**config.mk**
```make
export PLATFORM = sky130hd
export DESIGN_NAME = rain_pulse_generator
export DESIGN_NICKNAME = d
export VERILOG_FILES = /design/src/rtl/rain_pulse_generator.sv
export SDC_FILE = /design/constraint.sdc
export NUM_CORES = 1
export LEC_CHECK = 0
export CORE_ASPECT_RATIO = 1.5
export CORE_MARGIN = 2
export CORE_UTILIZATION = 50
export CTS_CLUSTER_SIZE = 25
export DETAILED_ROUTE_END_ITERATION = 10
export HOLD_SLACK_MARGIN = 0.03
export PLACE_DENSITY = 0.71
export SETUP_SLACK_MARGIN = 0.2
export SYNTH_ARGS = -nofsm -noshare
export SYNTH_HDL_FRONTEND = slang
export SYNTH_SLANG_ARGS = --single-unit
```
**constraint.sdc**
```tcl
create_clock -name Clock -period 2.5 [get_ports Clock]
set_input_delay 0.75 -clock Clock [delete_from_list [all_inputs] [get_ports Clock]]
set_output_delay 0.75 -clock Clock [all_outputs]
set_load 0.05 [all_outputs]
```
**src/rtl/rain_pulse_generator.sv**
```systemverilog
// Tipping-bucket emulator: turns a ddd.dd mm BCD target into floor(target/0.28 mm)
// active-low nRain pulses, spaced so the receiving gauge's debounce always clears.
module rain_pulse_generator #(
    parameter int PULSE_LOW_CYCLES = 164,
    parameter int PULSE_GAP_CYCLES = 1640,
    parameter int UNITS_PER_PULSE  = 28
) (
    input  logic        Clock,
    input  logic        nReset,
    input  logic        start,
    input  logic        abort,
    input  logic [3:0]  tgt_hundreds_bcd,
    input  logic [3:0]  tgt_tens_bcd,
    input  logic [3:0]  tgt_units_bcd,
    input  logic [3:0]  tgt_tenths_bcd,
    input  logic [3:0]  tgt_hundredths_bcd,
    output logic        nRain,
    output logic        busy,
    output logic        done,
    output logic        bcd_error,
    output logic [15:0] pulse_target,
    output logic [15:0] pulses_sent,
    output logic [2:0]  dbg_state
);

    localparam int TMAX = (PULSE_LOW_CYCLES > PULSE_GAP_CYCLES) ? PULSE_LOW_CYCLES : PULSE_GAP_CYCLES;
    localparam int TW   = $clog2(TMAX + 1);
    localparam logic [16:0]   UPP      = 17'(UNITS_PER_PULSE);
    localparam logic [TW-1:0] LOW_LOAD = TW'(PULSE_LOW_CYCLES - 1);
    localparam logic [TW-1:0] GAP_LOAD = TW'(PULSE_GAP_CYCLES - 1);

    typedef enum logic [2:0] {
        S_IDLE = 3'd0,
        S_CALC = 3'd1,
        S_LOW  = 3'd2,
        S_GAP  = 3'd3,
        S_DONE = 3'd4
    } state_t;

    state_t        state_q;
    logic [16:0]   rem_q;
    logic [TW-1:0] timer_q;
    logic [15:0]   target_q;
    logic [15:0]   sent_q;
    logic          nrain_q;
    logic          busy_q;
    logic          done_q;
    logic          bcd_error_q;

    logic          digits_ok;
    logic [16:0]   value;

    assign digits_ok = (tgt_hundreds_bcd <= 4'd9) && (tgt_tens_bcd <= 4'd9) &&
                       (tgt_units_bcd <= 4'd9) && (tgt_tenths_bcd <= 4'd9) &&
                       (tgt_hundredths_bcd <= 4'd9);

    assign value = ({13'd0, tgt_hundreds_bcd} * 17'd10000) +
                   ({13'd0, tgt_tens_bcd}     * 17'd1000) +
                   ({13'd0, tgt_units_bcd}    * 17'd100) +
                   ({13'd0, tgt_tenths_bcd}   * 17'd10) +
                    {13'd0, tgt_hundredths_bcd};

    always_ff @(posedge Clock or negedge nReset) begin
        if (!nReset) begin
            state_q     <= S_IDLE;
            rem_q       <= '0;
            timer_q     <= '0;
            target_q    <= '0;
            sent_q      <= '0;
            nrain_q     <= 1'b1;
            busy_q      <= 1'b0;
            done_q      <= 1'b0;
            bcd_error_q <= 1'b0;
        end else begin
            done_q      <= 1'b0;
            bcd_error_q <= 1'b0;
            case (state_q)
                S_IDLE: begin
                    if (start) begin
                        if (digits_ok) begin
                            rem_q    <= value;
                            target_q <= '0;
                            sent_q   <= '0;
                            busy_q   <= 1'b1;
                            state_q  <= S_CALC;
                        end else begin
                            bcd_error_q <= 1'b1;
                        end
                    end
                end
                // Repeated subtraction: one pulse counted per cycle, remainder dropped.
                S_CALC: begin
                    if (abort) begin
                        state_q <= S_IDLE;
                        busy_q  <= 1'b0;
                    end else if (rem_q >= UPP) begin
                        rem_q    <= rem_q - UPP;
                        target_q <= target_q + 16'd1;
                    end else if (target_q != 16'd0) begin
                        state_q <= S_LOW;
                        nrain_q <= 1'b0;
                        sent_q  <= sent_q + 16'd1;
                        timer_q <= LOW_LOAD;
                    end else begin
                        state_q <= S_DONE;
                        done_q  <= 1'b1;
                        busy_q  <= 1'b0;
                    end
                end
                S_LOW: begin
                    if (abort) begin
                        state_q <= S_IDLE;
                        nrain_q <= 1'b1;
                        busy_q  <= 1'b0;
                    end else if (timer_q == '0) begin
                        state_q <= S_GAP;
                        nrain_q <= 1'b1;
                        timer_q <= GAP_LOAD;
                    end else begin
                        timer_q <= timer_q - 1'b1;
                    end
                end
                S_GAP: begin
                    if (abort) begin
                        state_q <= S_IDLE;
                        busy_q  <= 1'b0;
                    end else if (timer_q != '0) begin
                        timer_q <= timer_q - 1'b1;
                    end else if (sent_q < target_q) begin
                        state_q <= S_LOW;
                        nrain_q <= 1'b0;
                        sent_q  <= sent_q + 16'd1;
                        timer_q <= LOW_LOAD;
                    end else begin
                        state_q <= S_DONE;
                        done_q  <= 1'b1;
                        busy_q  <= 1'b0;
                    end
                end
                S_DONE: begin
                    state_q <= S_IDLE;
                end
                default: begin
                    state_q <= S_IDLE;
                    nrain_q <= 1'b1;
                    busy_q  <= 1'b0;
                end
            endcase
        end
    end

    assign nRain        = nrain_q;
    assign busy         = busy_q;
    assign done         = done_q;
    assign bcd_error    = bcd_error_q;
    assign pulse_target = target_q;
    assign pulses_sent  = sent_q;
    assign dbg_state    = state_q;

endmodule

```
# Word-level counts from Yosys, hierarchy flattened

Index checks and enable logic that the tools add are counted.

Flip-flop bits (word level): 67
Latch bits: 0
Memory bits (writable): 0
ROM bits: 0
Output and inout port bits: 39
Word-level logic and storage cells: 135
Memories kept: 0

$add $sub $neg: 8
Multipliers: 4
Divide/modulo/power cells: 0
Order comparisons: 7
Equality and inequality tests: 21
Shift operators: 0
Muxes and demuxes: 66
Bitwise gates (word level): 2
Reduce and logical (&&, ||, !) cells: 18

Operators with widths:

| cell                    | count |
|---|---|
| $mux W16                | 10 |
| $mux W11                | 8 |
| $mux W17                | 4 |
| $pmux W16 S3            | 1 |
| $pmux W17 S2            | 1 |
| $pmux W11 S3            | 1 |
| $add A16 B1 Y16 const B | 2 |
| $pmux W16 S2            | 1 |
| $mux W3                 | 10 |
| $mux W1                 | 26 |
| $ne A2 B2 Y1 const B    | 11 |
| $le A4 B4 Y1 const B    | 5 |
| $ne A3 B3 Y1 const B    | 6 |
| $add A17 B11 Y17        | 1 |
| $add A17 B14 Y17        | 1 |
| $add A17 B4 Y17         | 1 |
| $add A17 B8 Y17         | 1 |
| $ge A17 B5 Y1 const B   | 1 |
| $sub A17 B5 Y17 const B | 1 |
| $lt A16 B16 Y1          | 1 |
| $reduce_and A8 Y1       | 2 |
| $reduce_bool A16 Y1     | 1 |
| $mul A4 B10 Y13 const B | 1 |
| $pmux W3 S4             | 1 |
| 21 further kinds        | 28 |

# Logic depth before layout (Yosys ltp)

Gate-level depths: netlist (run 1).

Depth after elaboration: 8
Depth in mapped cells: 21

# Worst setup path before layout (run 1)

Ideal clock, no wire load.

Path kind: in2reg
Start point: input tgt_tens_bcd[1]
End point: register rem_q[16]
Arrival: 4.825 ns
Path slack: -2.458 ns
Stages on the path: 18
Path buffers: 0
Cell sequence: fa_1 inv_1 fa_1 inv_1 ha_1 a21o_1 a21oi_1 xor2_1 fa_1 ha_1 ha_1 and3_1 o211ai_1 a31oi_1 a21o_1 a21oi_1 xnor2_1 o211ai_1

Longest elaborated chain between the ends: 8
Elaborated cells between the ends (all ways): 15
Those cells by class: add/sub (4); mul (1); order compare (1); eq/ne (1); mux (3); reduce/logical (5)

RTL lines:

| element              | RTL line | source |
|---|---|---|
| start, declared      | 13       | `input logic [3:0] tgt_tens_bcd,` |
| $mul A4 B7 Y11       | 58       | `({13'd0, tgt_tens_bcd} * 17'd1000) +` |
| $add A17 B14 Y17     | 57       | `assign value = ({13'd0, tgt_hundreds_bcd} * 17'd10000) +` |
| $add A17 B11 Y17     | 58       |  |
| $add A17 B8 Y17      | 59       | `({13'd0, tgt_units_bcd} * 17'd100) +` |
| $add A17 B4 Y17      | 60       | `({13'd0, tgt_tenths_bcd} * 17'd10) +` |
| $mux W17             | 80       | `if (digits_ok) begin` |
| $mux W17             | 79       | `if (start) begin` |
| $pmux W17 S2         | 77       | `case (state_q)` |
| end signal, assigned | 81       | `rem_q <= value;` |
| end signal, assigned | 97       | `rem_q <= rem_q - UPP;` |
| end, declared        | 41       | `logic [16:0] rem_q;` |

Parallel ways exist; a longest one is shown, timed or not. The select of a mux whose other input is x is not followed.
A chain may end at the register's enable or synchronous reset.

# Worst setup path in the final report (run 1)

Start point: input tgt_tens_bcd[3]
End point: register rem_q[14]

The elaborated chain is that of the path after synthesis.

==> metrics, run 1 <==
drt drc=0; Mapped Nets=approximately 890; CP Launch Point=tgt_tens_bcd[3]; Mapped Cells=roughly 740; critical path arrival=about 4.8 ns; Critical Path Start Type=input port; Flop pwr share=approximately 17%; Setup CP Type=input port to flop; antenna violations before repair=0; ANT cells=0; Sw Share=a little over two fifths; Core Box Area=about 13000 sq um; Max Fanout on Critical Path=3; Internal=5.30 mW; distinct cell type count after synthesis=75; total wire length=21200 um; global-route wire length before repair=between 30000 and 40000 um; Area Overhead vs Synth=54.4%; TritonCTS clock tree=done; Crit path largest cell delay=0.58 ns; Max IR drop VDD=0.687 mV; top post-synthesis cells by area=dfrtp_1, ha_1, fa_1, a21oi_1, inv_1; Clock Latency Late Sink=0.34 ns; # hold bufs at CTS=0; largest net degree at the start of global routing=53; clock skew=0.0106 ns; WHS=0.331 ns; Synth area leader=dfrtp_1; DP Wirelength=between 10000 and 15000 um; Yosys reg bits=between 60 and 70; num ports=63; grt ovf=0; RSZ-0062 raised after global routing=yes; Fin. Hold Viols=0; Die Area=between 10000 and 15000 sq um; Final Max Tran Viols=0; Tot GR Track Use=about 28%; Cells after DPL=approximately 1.1k; Cell Area, Synth=about 6500 sq um; slew margin rel.=a little over half; Worst Setup Slack, final=-2.10 ns; ys async rst share=100%; CTS clk-pin slew, worst paths=roughly 0.060 ns; H-tree Lvls=3; switching pwr=3.99 mW; final setup vio count=63; non-filler cells, final=1127; delay-heaviest family, CP=adder cells; vias in the first global route=about 6.8k; CTS Buf Count=9; clk buf depth=2; number of clock sinks=67; FF-to-FF Start=timer_q[1]; Post-synth EDFFs=0; clock share of power=~14%; CP Cell Sequence=buf_8 -> fa_1 -> inv_2 -> fa_1 -> inv_2 -> ha_4 -> a21o_1 -> a21oi_2 -> xor2_1 -> fa_1 -> ha_4 -> ha_4 -> and3_4 -> o211ai_1 -> a31oi_2 -> buf_4 -> buf_6 -> buf_6 -> xnor2_2 -> o21ai_1; Power Dens Cells=approximately 900 nW/um^2; Buffers on Ports=slightly above 60; final-stage net count=1109; post-synthesis sequential area ratio=between 20% and 30%; status=finished with violations; ys flop type=dfrtp_1; Comb pwr share=a little over two thirds; Tmin final=4.60 ns; worst hold path type=input port to async pin; crit end category=flop; maximum capacitance violations=0; GP Congestion=a little under 0.9; Worst EP required=around 2.7 ns; commonest non-fill, non-tap cell in the layout=buf_4; Tot Pwr=9.29 mW; Via density=roughly 5.9; leading cell types in the layout, fill and taps excluded=buf_4, nor2_1, ha_1; drt pass-1 iters=5; CP max stage cell=fa_1; Worst-Margin Slew=0.683 ns; initial DRC count=between 400 and 500; Avg Cell Area, Syn=~8.8 sq um; Die Wd=between 90 and 100 um; fmax=217 MHz; failing checks=negative setup slack; Starting Density=between 50% and 60%; Final Cycle Share=184%; Die Y=roughly 140 um; CTS Root Cell=clkbuf_16; drt wl/cell=18.8 um; FP Rows=between 50 and 60; Leak=around 4.8 nW; Final ANT Viol Nets=0; via count=6598; Buf/Inv on CP=6; post-synth top area share=between 20% and 30%; synth warn=0; ratio of cells with drive above 1 in the final layout=38.6%
==> stage by stage <==
step | instance area (sq um) | utilization [%] | worst slack, ns | setup TNS [ns]
global placement | 8590 | 66.9 | -2.81 | -78.70
detailed placement | 8590 | 66.9 | -2.96 | -82.03
global route | 10000 | 78.2 | -2.31 | -36.57
floorplan | 6910 | - | -2.14 | -21.95
finish | 10000 | 78.2 | -2.10 | -29.67
CTS | 9440 | 73.6 | -2.21 | -30.86
==> power by group through the flow <==
stage	combinational (mW)	clock [mW]	sequential, mW
6_report	6.47	1.26	1.56
5_1_grt	7.01	1.31	1.57
4_1_cts	5.81	1.26	1.53
3_5_place_dp	5.31	0	1.54
3_3_place_gp	5.11	0	1.52
2_1_floorplan	3.29	0	1.77
==> layout make-up <==
type                       count  area (sq um)
clock buffer                  13           250
clock inverter                 3          40.0
fill                         794          2790
inverter                      72           280
multi-input combinational    582          5390
sequential                    67          1700
tap                          159           199
timing repair buffer         231          2180
==> layer usage <==
| metal | GRT usage [%] | part of all wire (%) | vias up |
|---|---|---|---|
| met1 | 27.6 | 34 | 3217 |
| met3 | 3.75 | 3.6 | 78 |
| met4 | 14.2 | 4.6 | 0 |
| met2 | 55.9 | 58 | 253 |
| li1 | - | - | 3050 |
| met5 | 0 | 0 | - |
==> worst paths after layout <==
path	endpoint	slack [ns]	depth (start not counted)
min reg2reg	rem_q[1]	0.48	2
min	pulses_sent[7]	0.33	1
max in group asynchronous	nRain	1.49	2
max	rem_q[14]	-2.10	20
max reg2reg	pulses_sent[2]	-0.15	11
min in group Clock	rem_q[1]	0.48	2
==> registers in the layout (all words and copies together), names as in the netlist <==
name	count
bcd_error	1
busy	1
dbg_state	3
done	1
nRain	1
pulse_target	16
pulses_sent	16
rem_q	17
timer_q	11
==> Yosys cell counts, drive strengths merged (4+ instances only) <==
cell / instances
nor3: 13
xnor2: 27
a21o: 9
clkbuf: 15
o211ai: 5
nand4: 7
ha: 95
nand2: 53
nor4b: 4
or3: 11
fa: 27
nand3: 12
xor2: 9
inv: 72
nand2b: 7
nor2b: 9
dfrtp: 66
o21ai: 50
buf: 6
a31oi: 7
and3: 15
o21a: 15
nor4: 10
nor2: 72
a21oi: 68
o31ai: 6
==> cells by family (layout without fill, tap and decap cells) <==
kind of cell / Yosys count / in the layout / synth area share, %
buffers and inverters: 93 / 319 / 5.70
AO/OA/AOI/OAI: 194 / 194 / 18.8
flip-flops: 67 / 67 / 25.8
multiplexers: 1 / 1 / 0.154
XOR/XNOR: 36 / 36 / 4.85
AND/OR/NAND/NOR: 228 / 229 / 18.0
adder cells (fa/ha/maj): 122 / 122 / 26.6
==> worst register-to-register path, stage by stage, from the launching register on <==
cell,delay [ns]
dfrtp_1,0.39
inv_2,0.07
ha_2,0.17
or3b_4,0.38
or4_4,0.47
nor3_4,0.23
buf_4,0.16
nand4_1,0.14
o2bb2ai_4,0.23
buf_12,0.16
a21oi_1,0.07
a21oi_1,0.12
==> repair_timing <==
action	CTS	global route
resized for setup	192	93
setup buffers	21	20
endpoints found under the setup margin	97	67
pin swaps	71	76
gates cloned	2	2
Note: power is estimated with default switching activity, not from simulation.
==> run 2, diff against run 1 <==
--- a/config.mk
+++ b/config.mk
@@ -5,13 +5,14 @@
 export SDC_FILE = /design/constraint.sdc
 export NUM_CORES = 1
 export LEC_CHECK = 0
+export ABC_AREA = 1
 export CORE_ASPECT_RATIO = 1.5
 export CORE_MARGIN = 2
 export CORE_UTILIZATION = 50
 export CTS_CLUSTER_SIZE = 25
 export DETAILED_ROUTE_END_ITERATION = 10
 export HOLD_SLACK_MARGIN = 0.03
-export PLACE_DENSITY = 0.71
+export PLACE_DENSITY = 0.7
 export SETUP_SLACK_MARGIN = 0.2
 export SYNTH_ARGS = -nofsm -noshare
 export SYNTH_HDL_FRONTEND = slang
==> run 2 against run 1 <==
The run still ends with negative setup slack left. Critical path type unchanged. Hold slack gained 0.029 ns. Sequential share of layout area is 1.1 points lower. Die area increased by 13%. Power is 55% higher. Largest power group unchanged. Sequential power grew 13%.
==> metrics, run 2 <==
TritonCTS clock tree=done; crit end category=flop; status=finished with violations; Die Y=153 um (+6.4%); Core Box Area=14500 sq um (+13%); CTS Root Cell=clkbuf_16; Max Fanout on Critical Path=4 (+1); Max IR drop VDD=0.933 mV (+36%); synth warn=0 (unchanged); critical path arrival=4.93 ns (+0.11 ns); clock skew=0.00755 ns (-0.00304 ns); reg-to-reg slack, setup=0.37 ns (+0.52 ns); FF-to-FF Start=pulse_target[4]; Avg Cell Area, Syn=7.46 sq um (-15%); CP endpoint=rem_q[13]; post-synthesis sequential area ratio=22.7% (-3.1 points); Starting Density=50.8% (+0.17 points); antenna violations before repair=0 (unchanged); sequential cell area=1680 sq um (-0.66%); GP Congestion=0.926 (+4.1%); clk buf depth=2 (unchanged); Power Dens Cells=1360 nW/um^2 (+46%); ratio of cells with drive above 1 in the final layout=33.1% (-5.5 points); Tmin final=4.71 ns (+0.111 ns); DP Wirelength=15200 um (+5.4%); max FFs per register=17 (unchanged); met3 usage=3.70% (-0.041 points); final setup vio count=45 (-29%); global-route wire length before repair=33800 um (+6.9%); Area Overhead vs Synth=44.4%; ANT cells=0 (unchanged); largest net degree at the start of global routing=33 (-38%); ys flop type=dfrtp_1; multi-input logic area=5900 sq um (+9.5%); Post-synth EDFFs=0 (unchanged); Worst Setup Slack, final=-2.21 ns (-0.111 ns); CP Launch Point=tgt_tens_bcd[2]; Via density=5.28 (-9.9%); Cell Area, Synth=7380 sq um (+14%); Final Max Tran Viols=0 (unchanged); num ports=63 (unchanged); via count=7338 (+11%); Clock Latency Late Sink=0.33 ns (about the same); XOR/XNOR Fraction of Synth Area=5.46% (+0.60 points); vias in the first global route=7447 (+9.1%); Critical Path Start Type=input port; Setup CP Type=input port to flop; H-tree Lvls=3 (unchanged); Die Area=15800 sq um (+13%); drt drc=0 (unchanged); post-synth top area share=22.4% (-3.0 points); Mapped Cells=990 (+34%); cell with the most instances after synthesis=nand2_1; ys async rst share=100% (unchanged); Finished Core Util=73.4% (-4.8 points); slew margin rel.=63.5% (+9.4 points); failing checks=negative setup slack; simple-gate share of the synthesized area=28.8% (+11 points); CTS Buf Count=9 (unchanged); Synth area leader=dfrtp_1; Die Wd=103 um (+6.3%); drt pass-1 iters=6 (+1); final-stage net count=1336 (+20%); Worst-Margin Slew=0.550 ns (-0.133 ns); fmax=212 MHz (-2.4%); Compound-Gate Fraction of Synth Area=10.6% (-8.2 points); non-filler cells, final=1391 (+23%); Final ANT Viol Nets=0 (unchanged); number of clock sinks=67 (unchanged); CTS clk-pin slew, worst paths=0.06 ns (about the same); drt wl/cell=15.7 um (-16%); Final Cycle Share=188% (+4.4 points); Yosys reg bits=67 (unchanged); met2 usage=51.7% (-4.2 points); Fin. Hold Viols=0 (unchanged); FP Rows=54 (+5.9%); maximum capacitance violations=0 (unchanged); Tot Pwr=14.4 mW (+55%); initial DRC count=249 (-46%); RR Endpoint=pulses_sent[3]; worst hold path type=input port to async pin; Cells after DPL=1332 (+25%); grt peak-use layer=met2; distinct cell type count after synthesis=45 (-40%); mux share of post-synthesis cell area=0% (-0.15 points); grt ovf=0 (unchanged); Mapped Nets=1136 (+28%); top post-synthesis cells by area=dfrtp_1, ha_1, nand2_1, fa_1, inv_1; worst-case reg-to-reg path depth=13 (+2); leading cell types in the layout, fill and taps excluded=nand2_1, inv_1, buf_4; Worst EP required=2.72 ns (about the same); RSZ-0062 raised after global routing=yes; Buffers on Ports=62 (unchanged); Leak=5.37 nW (+12%); met1 Use GR=26.2% (-1.4 points); commonest non-fill, non-tap cell in the layout=nand2_1; top cells by count, synth=nand2_1, inv_1, ha_1, nor2_1, dfrtp_1; total wire length=21800 um (+3.2%); Tot GR Track Use=26.8% (-1.1 points); largest register by flop count=rem_q; fillers=1074 (+35%); adder-cell share of the synthesized area=23.4% (-3.2 points); main combinational cell family by area after synthesis=simple AND/OR/NAND/NOR gates
[run 2: changes by cell type in the layout (fill, tap and decap cells not counted), sizes merged, moves of 15 or more]
cell,before,now
nand2,53,267
inv,72,133
nand3,13,62
buf,182,149
a21oi,68,36
xor2,9,36
o21ai,50,75
nor2,72,89
xnor2,27,10
and3,15,0
[run 2: metal layers]
| layer | share of wire [%] | vias to the layer above |
|---|---|---|
| met4 | 5.9 | 0 |
| li1 | - | 3604 |
| met3 | 3.6 | 92 |
| met5 | 0 | - |
| met1 | 34 | 3460 |
| met2 | 57 | 182 |
[run 2: final cells by class]
class	instances	share of cell area [%]
inverter	138	5.14
tap	196	2.30
timing repair buffer	206	18.7
sequential	67	15.8
clock inverter	1	0.0469
clock buffer	15	2.70
multi-input combinational	768	55.3
[run 2: report_power, final]
part | internal [mW] | leakage [nW] | switching, mW
registers | 1.40 | 0.878 | 0.359
logic | 5.22 | 4.34 | 6.23
clock network | 0.779 | 0.146 | 0.457
total | 7.40 | 5.37 | 7.04
[run 2: kinds of logic (layout without fill, tap and decap cells)]
family                     Yosys count  in the layout
and+or+nand+nor                    474            474
buffers and inverters              155            360
AOI/OAI and AO/OA                  126            126
adders and majority gates          122            122
DFF                                 67             67
xor gates and xnor gates            46             46
[run 2: worst min path at each step]
stage,endpoint,slack [ns],cells after the start
2_1_floorplan,bcd_error,0.45,0
4_1_cts,timer_q[6],0.37,1
3_5_place_dp,rem_q[1],0.47,2
3_3_place_gp,rem_q[1],0.46,2
5_1_grt,timer_q[5],0.39,1
6_report,timer_q[5],0.36,1
[run 2: worst max-delay path, stage by stage]
cell     delay, ns
buf_8         0.10
fa_1          0.56
inv_2         0.06
fa_1          0.49
inv_2         0.05
ha_4          0.28
buf_4         0.11
nand2_2       0.04
o21ai_2       0.16
nand2_1       0.08
nand2_1       0.10
a21oi_2       0.07
xor2_1        0.32
ha_1          0.31
ha_1          0.33
ha_4          0.28
a21oi_2       0.16
o21a_1        0.14
nand3_1       0.08
or2_4         0.26
nand3_2       0.05
nand2_1       0.05
nand2_1       0.05
o21ai_1       0.05
[run 2: repair_timing]
item / CTS / global route
endpoints found under the setup margin: 84 / 67
gates resized for setup: 199 / 89
hold buffers: 0 / 0
pin swaps: 81 / 77
buffers inserted: 19 / 15
cloned: 3 / 6
[run 2: stage by stage]
| step | hold slack (ns) | worst slack, ns | instance area (sq um) | TNS, ns |
|---|---|---|---|---|
| 3_5_place_dp | 0.473 | -2.75 | 9240 | -57.73 |
| 5_1_grt | 0.391 | -2.40 | 10700 | -26.97 |
| 6_report | 0.360 | -2.21 | 10700 | -22.11 |
| 3_3_place_gp | 0.464 | -2.69 | 9240 | -57.16 |
| 2_1_floorplan | 0.449 | -2.00 | 7710 | -19.37 |
| 4_1_cts | 0.373 | -2.05 | 10100 | -20.98 |
